`src/rtl/sd_read_block_pkg.sv`:
```
// Shared types and constants for the SPI-mode single-block reader.
package sd_read_block_pkg;

    typedef enum logic [3:0] {
        IDLE,
        PRE,
        CMD,
        R1WAIT,
        TOKEN,
        DATA,
        CRC,
        POST,
        ERR
    } state_t;

    localparam logic [7:0] CMD17_IDX   = 8'h51;
    localparam logic [7:0] DUMMY_CRC   = 8'hFF;
    localparam logic [7:0] START_TOKEN = 8'hFE;

    localparam logic [1:0] ERR_NONE       = 2'd0;
    localparam logic [1:0] ERR_R1         = 2'd1;
    localparam logic [1:0] ERR_R1_TIMEOUT = 2'd2;
    localparam logic [1:0] ERR_TOKEN      = 2'd3;

    // hist[8] is the bit just before the 8-bit window: a data-error token
    // only counts when its window starts right after a 1.
    function automatic logic is_err_token(input logic [8:0] hist);
        return hist[8] && (hist[7:4] == 4'h0) && (hist[3:0] != 4'h0);
    endfunction

endpackage

```
`src/rtl/sd_read_block_spi_byte_rx.sv`:
```
// Serial-in byte assembler: shifts MSB first and flags the 8th bit of each byte.
module spi_byte_rx (
    input  logic       clk,
    input  logic       res,
    input  logic       clr,
    input  logic       en,
    input  logic       bit_in,
    output logic [7:0] byte_next,
    output logic       byte_done,
    output logic       mid_byte
);

    logic [6:0] shift_q, shift_d;
    logic [2:0] cnt_q, cnt_d;

    always_comb begin
        shift_d = shift_q;
        cnt_d   = cnt_q;
        if (clr) begin
            shift_d = '0;
            cnt_d   = '0;
        end else if (en) begin
            shift_d = {shift_q[5:0], bit_in};
            cnt_d   = cnt_q + 3'd1;
        end
    end

    always_ff @(posedge clk or posedge res) begin
        if (res) begin
            shift_q <= '0;
            cnt_q   <= '0;
        end else begin
            shift_q <= shift_d;
            cnt_q   <= cnt_d;
        end
    end

    // The completed byte includes the bit being sampled this cycle.
    assign byte_next = {shift_q, bit_in};
    assign byte_done = en && !clr && (cnt_q == 3'd7);
    assign mid_byte  = (cnt_q != 3'd0);

endmodule

```
`src/rtl/sd_read_block.sv`:
```
// CMD17 single-block read over SPI: command, R1, start token, data bytes, CRC.
module sd_read_block
    import sd_read_block_pkg::*;
#(
    parameter int unsigned BLOCK_BYTES = 512,
    parameter int unsigned NCR_MAX     = 64,
    parameter int unsigned TOKEN_MAX   = 65535
) (
    input  logic        clk,
    input  logic        res,
    input  logic        init_done,
    input  logic        start,
    input  logic [31:0] addr,
    input  logic        MISO_bit,
    output logic        sd_cs,
    output logic        MOSI_bit,
    output logic        busy,
    output logic [7:0]  data_out,
    output logic        data_valid,
    output logic [15:0] crc_out,
    output logic [7:0]  r1_out,
    output logic        done,
    output logic        error,
    output logic [1:0]  err_code,
    output state_t      dbg_state
);

    localparam logic [12:0] LAST_DATA_BIT = 13'(BLOCK_BYTES * 8 - 1);
    localparam logic [15:0] LAST_NCR      = 16'(NCR_MAX - 1);
    localparam logic [15:0] LAST_TOKEN    = 16'(TOKEN_MAX - 1);

    state_t      state_q, state_d;
    logic [15:0] tmo_q, tmo_d;
    logic [12:0] bit_cnt_q, bit_cnt_d;
    logic [47:0] cmd_sh_q, cmd_sh_d;
    logic [7:0]  hist_q, hist_d;
    logic [7:0]  data_out_q, data_out_d;
    logic        data_valid_q, data_valid_d;
    logic [15:0] crc_q, crc_d;
    logic [7:0]  r1_q, r1_d;
    logic        done_q, done_d;
    logic        error_q, error_d;
    logic [1:0]  err_code_q, err_code_d;

    logic        rx_clr, rx_en, rx_done, rx_mid;
    logic [7:0]  rx_byte;
    logic [8:0]  hist_nx;

    spi_byte_rx u_rx (
        .clk       (clk),
        .res       (res),
        .clr       (rx_clr),
        .en        (rx_en),
        .bit_in    (MISO_bit),
        .byte_next (rx_byte),
        .byte_done (rx_done),
        .mid_byte  (rx_mid)
    );

    assign hist_nx = {hist_q, MISO_bit};

    always_comb begin
        state_d      = state_q;
        tmo_d        = tmo_q;
        bit_cnt_d    = bit_cnt_q;
        cmd_sh_d     = cmd_sh_q;
        hist_d       = hist_q;
        data_out_d   = data_out_q;
        data_valid_d = 1'b0;
        crc_d        = crc_q;
        r1_d         = r1_q;
        done_d       = 1'b0;
        error_d      = error_q;
        err_code_d   = err_code_q;
        rx_clr       = 1'b0;
        rx_en        = 1'b0;
        case (state_q)
            IDLE: begin
                rx_clr = 1'b1;
                // done_q blocks a start arriving in the same cycle as done.
                if (start && init_done && !done_q) begin
                    cmd_sh_d   = {CMD17_IDX, addr, DUMMY_CRC};
                    error_d    = 1'b0;
                    err_code_d = ERR_NONE;
                    crc_d      = '0;
                    tmo_d      = '0;
                    state_d    = PRE;
                end
            end
            PRE: begin
                tmo_d = tmo_q + 16'd1;
                if (tmo_q == 16'd7) begin
                    tmo_d   = '0;
                    state_d = CMD;
                end
            end
            CMD: begin
                cmd_sh_d = {cmd_sh_q[46:0], 1'b1};
                tmo_d    = tmo_q + 16'd1;
                if (tmo_q == 16'd47) begin
                    tmo_d   = '0;
                    state_d = R1WAIT;
                end
            end
            R1WAIT: begin
                rx_en = rx_mid || !MISO_bit;
                if (rx_done) begin
                    r1_d  = rx_byte;
                    tmo_d = '0;
                    if (rx_byte != 8'h00) begin
                        err_code_d = ERR_R1;
                        state_d    = ERR;
                    end else begin
                        hist_d  = '0;
                        state_d = TOKEN;
                    end
                end else if (!rx_mid && MISO_bit && (tmo_q == LAST_NCR)) begin
                    err_code_d = ERR_R1_TIMEOUT;
                    tmo_d      = '0;
                    state_d    = ERR;
                end else begin
                    tmo_d = tmo_q + 16'd1;
                end
            end
            TOKEN: begin
                hist_d = hist_nx[7:0];
                tmo_d  = tmo_q + 16'd1;
                if (hist_nx[7:0] == START_TOKEN) begin
                    tmo_d     = '0;
                    bit_cnt_d = '0;
                    state_d   = DATA;
                end else if (is_err_token(hist_nx) || (tmo_q == LAST_TOKEN)) begin
                    err_code_d = ERR_TOKEN;
                    tmo_d      = '0;
                    state_d    = ERR;
                end
            end
            DATA: begin
                rx_en     = 1'b1;
                bit_cnt_d = bit_cnt_q + 13'd1;
                if (rx_done) begin
                    data_out_d   = rx_byte;
                    data_valid_d = 1'b1;
                end
                if (bit_cnt_q == LAST_DATA_BIT) begin
                    bit_cnt_d = '0;
                    state_d   = CRC;
                end
            end
            CRC: begin
                rx_en     = 1'b1;
                bit_cnt_d = bit_cnt_q + 13'd1;
                if (rx_done) begin
                    crc_d = {crc_q[7:0], rx_byte};
                end
                if (bit_cnt_q == 13'd15) begin
                    bit_cnt_d = '0;
                    tmo_d     = '0;
                    state_d   = POST;
                end
            end
            POST, ERR: begin
                tmo_d = tmo_q + 16'd1;
                if (tmo_q == 16'd7) begin
                    tmo_d   = '0;
                    done_d  = 1'b1;
                    error_d = (state_q == ERR);
                    state_d = IDLE;
                end
            end
            default: state_d = IDLE;
        endcase
    end

    always_ff @(posedge clk or posedge res) begin
        if (res) begin
            state_q      <= IDLE;
            tmo_q        <= '0;
            bit_cnt_q    <= '0;
            cmd_sh_q     <= '1;
            hist_q       <= '0;
            data_out_q   <= '0;
            data_valid_q <= 1'b0;
            crc_q        <= '0;
            r1_q         <= 8'hFF;
            done_q       <= 1'b0;
            error_q      <= 1'b0;
            err_code_q   <= ERR_NONE;
        end else begin
            state_q      <= state_d;
            tmo_q        <= tmo_d;
            bit_cnt_q    <= bit_cnt_d;
            cmd_sh_q     <= cmd_sh_d;
            hist_q       <= hist_d;
            data_out_q   <= data_out_d;
            data_valid_q <= data_valid_d;
            crc_q        <= crc_d;
            r1_q         <= r1_d;
            done_q       <= done_d;
            error_q      <= error_d;
            err_code_q   <= err_code_d;
        end
    end

    // The card is selected only while bits are exchanged with it.
    assign sd_cs      = !(state_q inside {CMD, R1WAIT, TOKEN, DATA, CRC});
    assign MOSI_bit   = (state_q == CMD) ? cmd_sh_q[47] : 1'b1;
    assign busy       = (state_q != IDLE);
    assign data_out   = data_out_q;
    assign data_valid = data_valid_q;
    assign crc_out    = crc_q;
    assign r1_out     = r1_q;
    assign done       = done_q;
    assign error      = error_q;
    assign err_code   = err_code_q;
    assign dbg_state  = state_q;

endmodule

```
`config.mk`:
```
export PLATFORM = sky130hd
export DESIGN_NAME = sd_read_block
export DESIGN_NICKNAME = d
export VERILOG_FILES = /design/src/rtl/sd_read_block_pkg.sv /design/src/rtl/sd_read_block_spi_byte_rx.sv /design/src/rtl/sd_read_block.sv
export SDC_FILE = /design/constraint.sdc
export NUM_CORES = 1
export LEC_CHECK = 0
export ABC_AREA = 1
export BUFFER_PORTS_ARGS = -buffer_cell sky130_fd_sc_hd__buf_2
export CAP_MARGIN = 30
export CORE_MARGIN = 2
export CORE_UTILIZATION = 40
export CTS_CLUSTER_SIZE = 30
export DETAILED_ROUTE_END_ITERATION = 10
export MAX_ROUTING_LAYER = met4
export PLACE_DENSITY_LB_ADDON = 0.3
export SETUP_SLACK_MARGIN = 0.05
export SYNTH_ARGS = -nofsm -noshare
export SYNTH_HDL_FRONTEND = slang
export SYNTH_SLANG_ARGS = --single-unit
```
`constraint.sdc`:
```
create_clock -name clk -period 11.2 [get_ports clk]
set_input_delay 1.68 -clock clk [delete_from_list [all_inputs] [get_ports clk]]
set_output_delay 1.68 -clock clk [all_outputs]
set_load 0.01 [all_outputs]
```
; Word level (Yosys, flattened, before mapping)
; Cells that the tools add are included.
[word_totals]
regBits = 136
latchBits = 0
romBits = 0
elab_cells = 144
ramBits = 0
mem_count = 0
[op_classes]
magnitude_cmp = 0
add_sub_neg = 3
shift = 0
n_div = 0
muxes = 53
n_eq_ne = 31
reduce_logical = 43
bitwise = 0
multipliers = 0
[ops]
columns = cell, count
row1 = $mux 16, 9
row2 = $pmux 16 s6, 1
row3 = $pmux 48 s2, 1
row4 = $mux 48, 1
row5 = $mux 4, 11
row6 = $mux 13, 3
row7 = $pmux 13 s3, 1
row8 = $eq 16x6->1 const B, 2
row9 = $pmux 16 s2, 1
row10 = $pmux 4 s8, 1
row11 = $ne 2x2->1 const B, 12
row12 = $add 16x1->16 const B, 1
row13 = $eq 16x16->1 const B, 1
row14 = $eq 16x3->1 const B, 1
row15 = $eq 4x3->1 const B, 4
row16 = $mux 8, 2
row17 = $pmux 8 s2, 1
row18 = $mux 7, 2
row19 = $add 13x1->13 const B, 1
row20 = $eq 13x12->1 const B, 1
row21 = $eq 13x4->1 const B, 1
row22 = $mux 2, 6
row23 = $reduce_and 3->1, 4
row24 = $reduce_bool 2->1, 5
row25 = other kinds (25), 57

; Longest topological paths before layout
[depth]
ltp_word = 7
mapped_depth = 13
ltp_nobuf = 13

; Modules after synthesis
; From an unflattened synthesis, not the netlist that was laid out.
[hier_totals]
hier_cells = 860
hier_area_um2 = 6680.2
[modules_own_cells]
columns = mod, n_inst, area_per_inst_um2, cells_each, seq_area_each_um2
row1 = sd_read_block, 1, 6190.9, 806, 3012.9
row2 = spi_byte_rx, 1, 489.2, 54, 250.2

; Least setup slack after synthesis
; Ideal clock, no wire load.
[synth_timing]
path_kind = reg-to-output
startpoint = reg state_q[3] (netlist: dbg_state[3])
endpoint = out MOSI_bit
n_path_buf = 2
t_required_ns = 9.520
t_arrival_ns = 1.408
setup_slack_ns = 8.112
path_stages_with_launch = 7
cell_sequence = dfrtp_1 nor2_1 nand2_1 nor2_4 buf_2 buf_2 nand2_1
[synth_via]
elab_chain_len = 2
[synth_rtl]
columns = element, line
row1 = "start, declared", sd_read_block.sv:32  ; state_t state_q, state_d;
row2 = "start signal, assigned", sd_read_block.sv:190  ; state_q <= state_d;
row3 = $eq 4x2->1, sd_read_block.sv:207  ; assign MOSI_bit = (state_q == CMD) ? cmd_sh_q[47] : 1'b1;
row4 = $mux 1, sd_read_block.sv:207
row5 = "end, declared", sd_read_block.sv:16  ; output logic MOSI_bit,
; No other way between the ends.

; Worst setup path after layout
; Ends and elaborated chain as after synthesis.

==> summary.txt <==
Outcome
  – Outcome: finished, final reports clean

Critical path
  – CP Max Fanout: 67
  – R2r worst-path depth: 8
  – Startpoint Class: flip-flop
  – Worst setup EP type: primary output
  – CP Data Required Time: around 9.5 ns
  – Crit path arrival time: 2.12 ns
  – WS Path Type: flip-flop to primary output

Floorplan
  – Die Ht: approximately 130 um
  – Die Footprint: 17000 um^2
  – Ports: between 80 and 90
  – Total core area: around 16000 um^2
  – Initial Utilization: 0.406
  – Die Width: between 100 and 150 um
  – Row cnt: 46

Timing
  – Final setup fails: 0
  – Tightest Pin Transition: a little under 0.9 ns
  – Fin crit share: 0.340
  – Slew margin rel.: 0.404
  – RSZ-0062 raised after global routing: no
  – Fmax: approximately 260 MHz
  – Hold Fails Final Rpt: 0
  – Pins over their slew limit: 0
  – Min cycle time layout: 3.80 ns
  – Setup TNS: 0 ns
  – Clock skew: 0.0176 ns

Placed design
  – Post-DP HPWL: slightly above 9 mm
  – PortBufs: 80
  – Placer Congestion: slightly below 0.9
  – Cell Area, Placed: between 6000 and 7000 um^2

Worst hold path
  – Hold path depth: 2
  – Tightest Hold Check Type: flip-flop to flip-flop

Route
  – DRC violation count after routing: 0
  – First DRT Iteration DRCs: 320
  – Detail Route Antenna Nets: 0
  – DR vias: 5172
  – Final wirelength: 14.0 mm
  – Routed len/inst: 12.8 um
  – First-pass DRT Iterations: 4
  – Mean number of vias per cell: between 4 and 5

Pwr
  – Sequential share of power: 0.437
  – Power share of the combinational group: 0.023
  – Sw power: between 200 and 250 uW
  – Cell Int Power: about 850 uW
  – Clk pwr share: 0.540
  – Max IR drop VDD: about 0.12 mV
  – P per Cell Area: ~140 nW/um^2
  – Leakage: roughly 3.9 nW
  – Sw Ratio: 0.204

CTS
  – Resize count post-CTS: 0
  – CTS tree: built
  – Postcts setup bufs: 0
  – Hold Buf Count CTS: 0
  – Clock sinks: roughly 130
  – Num CTS Buffers: 17
  – Clk_lat worst skew: between 0.4 and 0.5 ns
  – CTS Buffer Depth: 2
  – CTS H-Tree Depth: 4
  – CTS clk-pin slew, worst paths: 0.06 ns
  – Clk root buf: clkbuf_16

Yosys
  – Most common cell in the synthesized netlist: nand2_1
  – Synth Instances: roughly 790
  – Mean Syn Cell Area: between 8 and 9 um^2
  – EDFF count, synth: 0
  – Fraction of registers with async set or reset after synthesis: 1.00
  – Net Count, Synth: ~830
  – Area of the mapped netlist: 6410 um^2
  – FF+latch count, synth: roughly 130
  – Top post-synthesis cells by area: dfrtp_1 (31%), dfstp_2 (20%), nand2_1 (14%)
  – Commonest cells in the netlist: nand2_1 (243), inv_1 (89), dfrtp_1 (80)
  – Top_reg_cell synth: dfrtp_1
  – Sequential-to-total area share from yosys stat: 0.509
  – Yosys top cell by area: dfrtp_1
  – Number of distinct library cells after synthesis: 38
  – Top-area cell type share of the netlist area: 0.312
  – Ys Warns: 0

Finish
  – Ratio of cells with drive above 1 in the final layout: 0.215
  – Final Instance Area: around 7600 um^2
  – Nets: between 900 and 1k
  – Diode count: 0
  – FILL cells: around 1.5k
  – Layout area overhead: 18.6%

Global route
  – Initial antenna violation count: 0
  – First-pass GRT wire length: around 23 mm
  – Vias in the first global route: 4982
  – Global Route Usage Sum: 0.180
  – Total gr overflow: 0
  – Largest net degree at the start of global routing: a little over 70

Run
  – Max-cap violations: 0
[critical path, stage by stage (launching register included)]
cell	delay, ns
dfrtp_1	0.45
nor2_1	0.21
nand2_1	0.14
nor2_4	0.09
buf_4	0.53
nand2_1	0.09
buf_2	0.16
[registers in the layout, indices dropped and copies added (netlist names)]
name	cells
data_valid	1
cmd_sh_q	40
crc_out	16
u_rx.cnt_q	3
tmo_q	16
err_code	2
done	1
r1_out	8
bit_cnt_q	13
data_out	8
u_rx.shift_q	7
dbg_state	4
hist_q	8
error	1
[kinds of logic after synthesis]
| logic type | after synthesis | synth area share |
|---|---|---|
| compound gates | 144 | 0.134 |
| xor+xnor | 18 | 0.0246 |
| fa+ha+maj | 6 | 0.0117 |
| buf+inv | 120 | 0.0781 |
| flops | 128 | 0.509 |
| simple gates | 369 | 0.243 |
[final cells by class]
class	instances	area, um^2	share of cell area
inverters	97	372	0.0489
clock inverters	7	93.8	0.0123
clock buffers	25	539	0.0710
flip-flops and latches	128	3260	0.429
well taps	216	270	0.0356
repair buffers	82	415	0.0547
multi-input cells	537	2650	0.348
[final timing paths]
check                                    startpoint                  endpoint  slack, ns
min in group asynchronous                       res         error$_DFFE_PP0P_       1.48
setup / recovery           dbg_state[3]$_DFFE_PP0P_                  MOSI_bit       7.40
max in group asynchronous                       res      tmo_q[5]$_DFFE_PP0P_       8.46
hold reg to reg             err_code[0]$_DFFE_PP0P_   err_code[0]$_DFFE_PP0P_       0.48
setup reg to reg           dbg_state[3]$_DFFE_PP0P_  cmd_sh_q[33]$_DFFE_PP1P_       8.79
hold / removal              err_code[0]$_DFFE_PP0P_   err_code[0]$_DFFE_PP0P_       0.48
[layout by cell type (no fill, tap or decap), types with 2 or more instances in the layout]
cell and n:
clkbuf_1 3, xnor2_1 7, inv_4 3, bufinv_16 2, a21oi_1 8, clkbuf_8 2
clkbuf_16 20, nor2_2 3, nand4_1 6, dfstp_2 48, xor2_1 11, buf_4 2
o21ai_1 47, o22ai_1 12, nor2_1 59, o211ai_1 31, o21a_1 9, o21ai_0 33
nor2_4 4, clkinv_2 2, nor3_1 9, nand2_1 243, nand3_1 30, dfrtp_1 80
clkinvlp_4 2, buf_2 80, inv_2 5, ha_1 6, nand2_4 2, inv_1 88
nand2_2 8
[metal layers]
metal | routed length (um) | track usage
met5 | 0 | -
met3 | 730 | 0.0537
met4 | 74 | 0.0538
met2 | 6430 | 0.272
met1 | 6760 | 0.234
[power groups by stage]
stage,logic (mW),clock network [mW],registers [mW]
final,0.0248,0.579,0.469
after global routing,0.0291,0.615,0.469
after CTS,0.0259,0.594,0.469
after detailed placement,0.0257,0,0.476
after global placement,0.0253,0,0.477
after floorplan,0.0103,0,0.477
[stage by stage]
step                total power [mW]  utilization  worst slack, ns  hold slack (ns)  std cells
floorplan                      0.488            -             6.19            0.442        785
global placement               0.502        0.442             7.88            0.454       1060
detailed placement             0.502        0.442             7.82            0.463       1060
CTS                             1.09        0.482             7.37            0.478       1092
global route                    1.11        0.482             7.19            0.494       1092
finish                          1.07        0.482             7.40            0.479       1092
Note: power is estimated with default switching activity, not from simulation.
